--- config.mk ---
export PLATFORM = sky130hd
export DESIGN_NAME = nibble_serial_adder
export DESIGN_NICKNAME = d
export VERILOG_FILES = /design/src/rtl/nibble_serial_adder.sv
export SDC_FILE = /design/constraint.sdc
export NUM_CORES = 1
export LEC_CHECK = 0
export ABC_AREA = 1
export ABC_CLOCK_PERIOD_IN_PS = 2700
export CORE_ASPECT_RATIO = 2
export CORE_UTILIZATION = 45
export DETAILED_ROUTE_END_ITERATION = 8
export PLACE_DENSITY = 0.7
export REMOVE_ABC_BUFFERS = 1
export SYNTH_ARGS = -nofsm -noshare
export SYNTH_HDL_FRONTEND = slang
export SYNTH_SLANG_ARGS = --single-unit
--- constraint.sdc ---
create_clock -name clk -period 2.7 [get_ports clk]
set_input_delay 0.54 -clock clk [delete_from_list [all_inputs] [get_ports clk]]
set_output_delay 0.54 -clock clk [all_outputs]
set_load 0.05 [all_outputs]
--- src/rtl/nibble_serial_adder.sv ---
// Multi-cycle WIDTH-bit adder: streams one operand nibble per clock through a single 4-bit
// carry-select slice, ripples the carry through a register and reassembles the sum.

module csa (
  input  logic [3:0] a,
  input  logic [3:0] b,
  input  logic       ci,
  output logic [3:0] s,
  output logic       co
);
  logic [4:0] sum0, sum1;

  assign sum0 = {1'b0, a} + {1'b0, b};
  assign sum1 = {1'b0, a} + {1'b0, b} + 5'd1;
  assign s    = ci ? sum1[3:0] : sum0[3:0];
  assign co   = ci ? sum1[4] : sum0[4];
endmodule

module nibble_serial_adder #(
  parameter int unsigned WIDTH = 16
) (
  input  logic             clk,
  input  logic             rst_n,
  input  logic             in_valid,
  output logic             in_ready,
  input  logic [WIDTH-1:0] a,
  input  logic [WIDTH-1:0] b,
  input  logic             ci,
  output logic             out_valid,
  input  logic             out_ready,
  output logic [WIDTH-1:0] s,
  output logic             co,
  output logic             ovf
);
  localparam int unsigned NIBBLES  = WIDTH / 4;
  localparam int unsigned CntWidth = $clog2(NIBBLES);

  typedef enum logic [1:0] {StIdle, StRun, StDone} state_e;

  state_e                state_q, state_d;
  logic [WIDTH-1:0]      a_sh_q, a_sh_d, b_sh_q, b_sh_d;
  // Holds only the nibbles already produced; the current slice output completes the word.
  logic [WIDTH-5:0]      sum_sh_q, sum_sh_d;
  logic [WIDTH-1:0]      sum_next;
  logic                  carry_q, carry_d;
  logic                  a_msb_q, a_msb_d, b_msb_q, b_msb_d;
  logic [CntWidth-1:0]   cnt_q, cnt_d;
  logic [WIDTH-1:0]      s_q, s_d;
  logic                  co_q, co_d, ovf_q, ovf_d;
  logic [3:0]            slice_s;
  logic                  slice_co;

  csa u_csa (
    .a  (a_sh_q[3:0]),
    .b  (b_sh_q[3:0]),
    .ci (carry_q),
    .s  (slice_s),
    .co (slice_co)
  );

  assign sum_next = {slice_s, sum_sh_q};

  always_comb begin
    state_d  = state_q;
    a_sh_d   = a_sh_q;
    b_sh_d   = b_sh_q;
    sum_sh_d = sum_sh_q;
    carry_d  = carry_q;
    a_msb_d  = a_msb_q;
    b_msb_d  = b_msb_q;
    cnt_d    = cnt_q;
    s_d      = s_q;
    co_d     = co_q;
    ovf_d    = ovf_q;
    unique case (state_q)
      StIdle: begin
        if (in_valid) begin
          a_sh_d  = a;
          b_sh_d  = b;
          carry_d = ci;
          a_msb_d = a[WIDTH-1];
          b_msb_d = b[WIDTH-1];
          cnt_d   = '0;
          state_d = StRun;
        end
      end
      StRun: begin
        sum_sh_d = sum_next[WIDTH-1:4];
        carry_d  = slice_co;
        a_sh_d   = {4'b0000, a_sh_q[WIDTH-1:4]};
        b_sh_d   = {4'b0000, b_sh_q[WIDTH-1:4]};
        cnt_d    = cnt_q + CntWidth'(1);
        if (cnt_q == CntWidth'(NIBBLES - 1)) begin
          s_d     = sum_next;
          co_d    = slice_co;
          ovf_d   = (a_msb_q == b_msb_q) && (slice_s[3] != a_msb_q);
          state_d = StDone;
        end
      end
      StDone: begin
        if (out_ready) state_d = StIdle;
      end
      default: state_d = StIdle;
    endcase
  end

  always_ff @(posedge clk or negedge rst_n) begin
    if (!rst_n) begin
      state_q  <= StIdle;
      a_sh_q   <= '0;
      b_sh_q   <= '0;
      sum_sh_q <= '0;
      carry_q  <= 1'b0;
      a_msb_q  <= 1'b0;
      b_msb_q  <= 1'b0;
      cnt_q    <= '0;
      s_q      <= '0;
      co_q     <= 1'b0;
      ovf_q    <= 1'b0;
    end else begin
      state_q  <= state_d;
      a_sh_q   <= a_sh_d;
      b_sh_q   <= b_sh_d;
      sum_sh_q <= sum_sh_d;
      carry_q  <= carry_d;
      a_msb_q  <= a_msb_d;
      b_msb_q  <= b_msb_d;
      cnt_q    <= cnt_d;
      s_q      <= s_d;
      co_q     <= co_d;
      ovf_q    <= ovf_d;
    end
  end

  assign in_ready  = (state_q == StIdle);
  assign out_valid = (state_q == StDone);
  assign s         = s_q;
  assign co        = co_q;
  assign ovf       = ovf_q;
endmodule

==> results of run 1 <==
[final timing paths]
check / to / slack, ns / from / cells past startpoint
min in group clk: s[3] / 0.46 / s[3] / 2
max in group asynchronous: sum_sh_q[11] / 2.18 / rst_n / 2
max reg2reg: ovf / 0.71 / a_sh_q[0] / 9
min reg2reg: s[3] / 0.46 / s[3] / 2
min: s[4] / 0.22 / rst_n / 2
max: in_ready / 0.41 / state_q[0] / 2
[registers in the layout, summed over array words and instances, names as in the netlist]
register	cells
b_sh_q	16
carry_q	1
a_msb_q	1
cnt_q	2
s	16
ovf	1
state_q	2
b_msb_q	1
a_sh_q	16
sum_sh_q	12
co	1
[critical path, cell delays in order, from the launching register on]
cell and delay [ns]:
dfrtp_1 0.41, nor2_2 0.18, clkdlybuf4s50_1 0.82
[logic make-up after synthesis]
group / count (synthesis) / share of synthesized area [%]
flops: 69 / 53.72
buf+inv: 64 / 8.992
simple gates: 126 / 17.21
compound gates: 67 / 16.23
mux: 1 / 0.3503
fa+ha+maj: 7 / 2.958
xor+xnor: 2 / 0.5451
[power by group through the flow]
stage,clock network [uW],logic [uW],registers [uW]
4_1_cts,1070,3120,1770
6_report,1060,3070,1770
5_1_grt,1120,3440,1830
3_5_place_dp,0,3090,1790
2_1_floorplan,0,1880,2130
3_3_place_gp,0,3010,1760
[routing by layer]
| metal | up-vias | track usage [%] |
|---|---|---|
| li1 | 1215 | - |
| met3 | 17 | 4.797 |
| met2 | 50 | 33.33 |
| met1 | 1158 | 23.50 |
| met4 | 0 | 10.83 |
| met5 | - | 0 |
[cell usage in the layout (no fill, tap or decap), types with 2 or more instances in the layout]
cell / instances
nand3_1: 16
nor2_4: 2
dfrtp_1: 69
inv_1: 42
nor2_1: 7
nor2_2: 2
clkdlybuf4s50_1: 55
nor3_1: 24
nand2_1: 73
a21oi_1: 9
a221oi_2: 16
clkbuf_8: 2
clkinv_2: 2
ha_1: 6
o21ai_0: 16
o21a_1: 8
buf_4: 4
o21ai_1: 16
clkbuf_16: 9
inv_2: 5
[final cells by class]
class	instances	area share, %
clock buffer	12	6.277
clock inverter	2	0.2449
inverter	47	4.317
multi-input combinational	203	29.33
sequential	69	42.25
tap	90	2.756
timing repair buffer	61	14.82
[stage by stage]
step / setup slack (ns) / area [um2] / power, uW / hold WS [ns] / cells
final: 0.4087 / 4086 / 5899 / 0.2167 / 484
after global routing: 0.3756 / 4086 / 6386 / 0.2525 / 484
after detailed placement: 0.6983 / 3820 / 4874 / 0.4574 / 470
after floorplan: 0.2639 / 3102 / 4016 / 0.2444 / 319
after global placement: 0.7271 / 3820 / 4778 / 0.4540 / 470
after CTS: 0.3923 / 4086 / 5962 / 0.2386 / 484
==> summary.md, run 1 <==
| Metric | Value |
|---|---|
| Status | complete, no violations |
| Drt first-iter violations | 139 |
| Critical Path Sink Type | primary output |
| Antenna-violating nets left | 0 |
| Top cell type's share of synthesized area | 53.72% |
| # rows | 43 |
| Synth area leaders | dfrtp_1, nand2_1, a221oi_2, inv_1, nor3_1 |
| Worst-Margin Slew | 0.4977 ns |
| Post-synth ARST share | 100.0% |
| Die area | 0.007505 mm2 |
| Unrepaired setup endpoints after global routing | no |
| Most numerous cell in the Yosys netlist | nand2_1 |
| Syn Inst Count | 336 |
| Routed length per placed instance | 13.32 um |
| Synth Area per Inst | 9.566 um2 |
| TritonCTS clock tree | yes |
| Die W | 61.76 um |
| Hold Buf Count CTS | 0 |
| Gpl congestion | 0.8060 |
| CP Data Arrival Time | 1.75 ns |
| Ant. Diodes | 0 |
| Crit Path Category | reg2out |
| Filler cells | 603 |
| Max-slew violations | 0 |
| Synth top cells by count | nand2_1, dfrtp_1, inv_1 |
| Comb pwr share | 52.1% |
| Fmax | 436.4 MHz |
| DR vias/cell | 5.041 |
| Area occupied by multi-input gates | 0.001199 mm2 |
| Core area | 0.006940 mm2 |
| Dpl hpwl | 4504 um |
| Synthesis warning total | 0 |
| Largest net degree at the start of global routing | 70 |
| Resize count post-CTS | 0 |
| Switching share of power | 43.54% |
| Die Ht | 121.5 um |
| Synthesized cell area | 0.003214 mm2 |
| Netlist cell types | 27 |
| P_leak | 0.001847 uW |
| Sequential share of power | 30.0% |
| CTS Buffer Depth | 2 |
| Max-cap violations | 0 |
| Period minus WS final | 2.291 ns |
| Clock sinks | 69 |
| Total track usage | 20.30% |
| Final Cycle Share | 84.86% |
| I/O Pins | 57 |
| Clock Power Share | 17.9% |
| Initial antenna violation count | 0 |
| Post-synth EDFFs | 0 |
| Pwr dens | 1444 mW/mm2 |
| WL met2 | 3480 um |
| Detailed Route WL | 6448 um |
| Reg clk slew, reported paths | 0.05 ns |
| Root Buffer | clkbuf_16 |
| Port Buffer Count | 56 |
| Max H-tree Level | 3 |
| Share of cells above drive strength 1 | 11.68% |
| GRT overflow | 0 |
| DR pass1 iterations | 4 |
| FF+latch count, synth | 69 |
| Clk_lat worst skew | 0.33 ns |
| CTS Buf Count | 9 |
| Register area | 0.001727 mm2 |
| CP max FO | 4 |
| Worst vdd ir | 0.0005672 V |
| Worst hold path class | in2async |
| Int Pwr | 3331 uW |
| Hold Violations, Final | 0 |
| Initial Util | 46.31% |
| First-pass GRT wire length | 10970 um |
| Final nets | 435 |
| Final Skew | 0.005227 ns |
| Worst-case headroom to the max-slew limit | 66.72% |
| Routed wl met3 | 161 um |
| Post-layout util | 58.88% |
| Top layer in use | met4 |
| Sw Pwr | 2568 uW |
| Post-synthesis sequential area ratio | 53.72% |
| Final setup viols | 0 |
| DRC | 0 |
| Vias | 2440 |
| Synth area leader | dfrtp_1 |
| Top FF cell, synth | dfrtp_1 |
| Setup Total Neg Slack | 0 ns |
| Area Overhead vs Synth | 27.13% |
| Startpoint Class | register |
| Wl on met1 | 2612 um |
| Req. time, crit path | 2.16 ns |
| Post-CTS Setup Bufs | 0 |
| Vias in the first global route | 2434 |
Power figures use the tool's default switching activity.
==> run 2: changes to the inputs <==
Settings changed: ABC_CLOCK_PERIOD_IN_PS 2700 to 2200.
Clock period 2.7 ns to 2.2 ns, I/O delays scaled along.
==> run 2 against run 1 <==
- sequential power increased by 23%
- critical path type is now reg2reg
- largest cell class unchanged
- non-clock buffer count increased by 4
- combinational power increased by 24%
- flip-flop and latch count unchanged
==> summary.md, run 2 (same netlist as run 1, synthesis figures left out) <==
| Metric | Value |
|---|---|
| Detailed Route WL | 6253 um |
| Gpl congestion | 0.8079 |
| DR pass1 iterations | 4 |
| Vias | 2434 |
| Final Skew | 0.002291 ns |
| Setup WS pre-CTS | 0.2132 ns |
| Drt first-iter violations | 151 |
| Hold Violations, Final | 0 |
| Sw Pwr | 3133 uW |
| Resize count post-CTS | 0 |
| Most common cell after layout, fill and taps aside | nand2_1 |
| Max-slew violations | 0 |
| Routed length per placed instance | 12.76 um |
| Fmax | 490.5 MHz |
| Final Cycle Share | 92.67% |
| DRC | 0 |
| Die W | 61.76 um |
| Req. time, crit path | 2.42 ns |
| Port Buffer Count | 56 |
| Vias in the first global route | 2455 |
| Worst-Margin Slew | 0.4886 ns |
| Most frequent cells in the layout | nand2_1, dfrtp_1, clkdlybuf4s50_1 |
| Max-cap violations | 0 |
| Worst hold path class | in2async |
| P_leak | 0.001880 uW |
| Worst-case headroom to the max-slew limit | 67.32% |
| First-pass GRT wire length | 10780 um |
| Dpl hpwl | 4409 um |
| CP Data Arrival Time | 2.26 ns |
| Switching share of power | 42.71% |
| Post-layout util | 59.60% |
| Initial antenna violation count | 0 |
| Final nets | 439 |
| TritonCTS clock tree | yes |
| Unrepaired setup endpoints after global routing | no |
| Period minus WS final | 2.039 ns |
| Comb pwr share | 51.8% |
| Die area | 0.007505 mm2 |
| Max H-tree Level | 3 |
| Startpoint Class | register |
| Placed Instances | 474 |
| Antenna-violating nets left | 0 |
| # rows | 43 |
| I/O Pins | 57 |
| GRT overflow | 0 |
| Clock sinks | 69 |
| Die Ht | 121.5 um |
| Final instance count without filler cells | 490 |
| Pwr dens | 1773 mW/mm2 |
| Total track usage | 19.90% |
| Area Overhead vs Synth | 28.69% |
| CTS Buffer Depth | 2 |
| DR vias/cell | 4.967 |
| Clk_lat worst skew | 0.33 ns |
| Filler cells | 602 |
| Critical Path Sink Type | register |
| Share of cells above drive strength 1 | 13.00% |
| Reg clk slew, reported paths | 0.05 ns |
| Clock Power Share | 18.6% |
| Final hold slack | 0.1152 ns |
| Hold Buf Count CTS | 0 |
| Total power | 7336 uW |
| Ant. Diodes | 0 |
| Largest net degree at the start of global routing | 70 |
| Root Buffer | clkbuf_16 |
| CTS Buf Count | 9 |
| Worst setup margin | 0.1612 ns |
| CP max FO | 3 |
| Final setup viols | 0 |
| Int Pwr | 4203 uW |
| Initial Util | 46.31% |
| Status | complete, no violations |
| Sequential share of power | 29.6% |
| Post-CTS Setup Bufs | 0 |
| Worst vdd ir | 0.0006866 V |
| Crit Path Category | reg2reg |
| Core area | 0.006940 mm2 |
[run 2: changes by cell type in the layout (fill, tap and decap cells not counted), sizes merged]
| cell | delta |
|---|---|
| buf | +6 |
| clkbuf | +4 |
| clkdlybuf4s50 | -2 |
| clkinv | -2 |
[run 2: power by group through the flow]
stage               registers (uW)  clock network, uW  logic, uW
finish                        2170               1370       3800
global route                  2250               1450       4260
CTS                           2180               1400       3850
detailed placement            2190                  0       3820
global placement              2160                  0       3730
floorplan                     2620                  0       2310
[run 2: area by class of cell]
type                            count  area, um2  share of cell area, %
Tap cell                           90      112.6                  2.722
Sequential cell                    69       1727                  41.74
Clock buffer                       16      291.5                  7.048
Inverter                           47      176.4                  4.265
Timing Repair Buffer               65      630.6                  15.25
Multi-Input combinational cell    203       1199                  28.98
[run 2: final timing paths]
check / from / end / slack, ns / cells after the start
setup / recovery: a_sh_q[0] / carry_q / 0.16 / 10
hold / removal: rst_n / s[8] / 0.12 / 2
setup reg to reg: a_sh_q[0] / carry_q / 0.16 / 10
hold reg to reg: s[12] / s[12] / 0.47 / 2
max in group asynchronous: rst_n / s[10] / 1.78 / 2
min in group clk: s[12] / s[12] / 0.47 / 2
[run 2: per-layer routing]
layer	GRT usage (%)	up-vias	routed length (um)
met4	11.11	0	162
met5	0	-	0
met2	33.80	41	3496
li1	-	1226	-
met3	3.838	13	118
met1	22.16	1154	2476
[run 2: stage by stage]
stage	setup TNS [ns]	cell area [um2]
2_1_floorplan	-4.172	3102
3_3_place_gp	0	3845
3_5_place_dp	0	3845
4_1_cts	0	4136
5_1_grt	0	4136
6_report	0	4136
[run 2: critical path, cell delays in order (launching register included)]
cell and delay [ns]:
dfrtp_1 0.37, ha_1 0.22, fa_1 0.53, ha_1 0.16
nand2_1 0.08, nor2_1 0.15, nand3_1 0.11, nand2_1 0.10
nand3_1 0.08, nand2_1 0.08, nand2_1 0.05
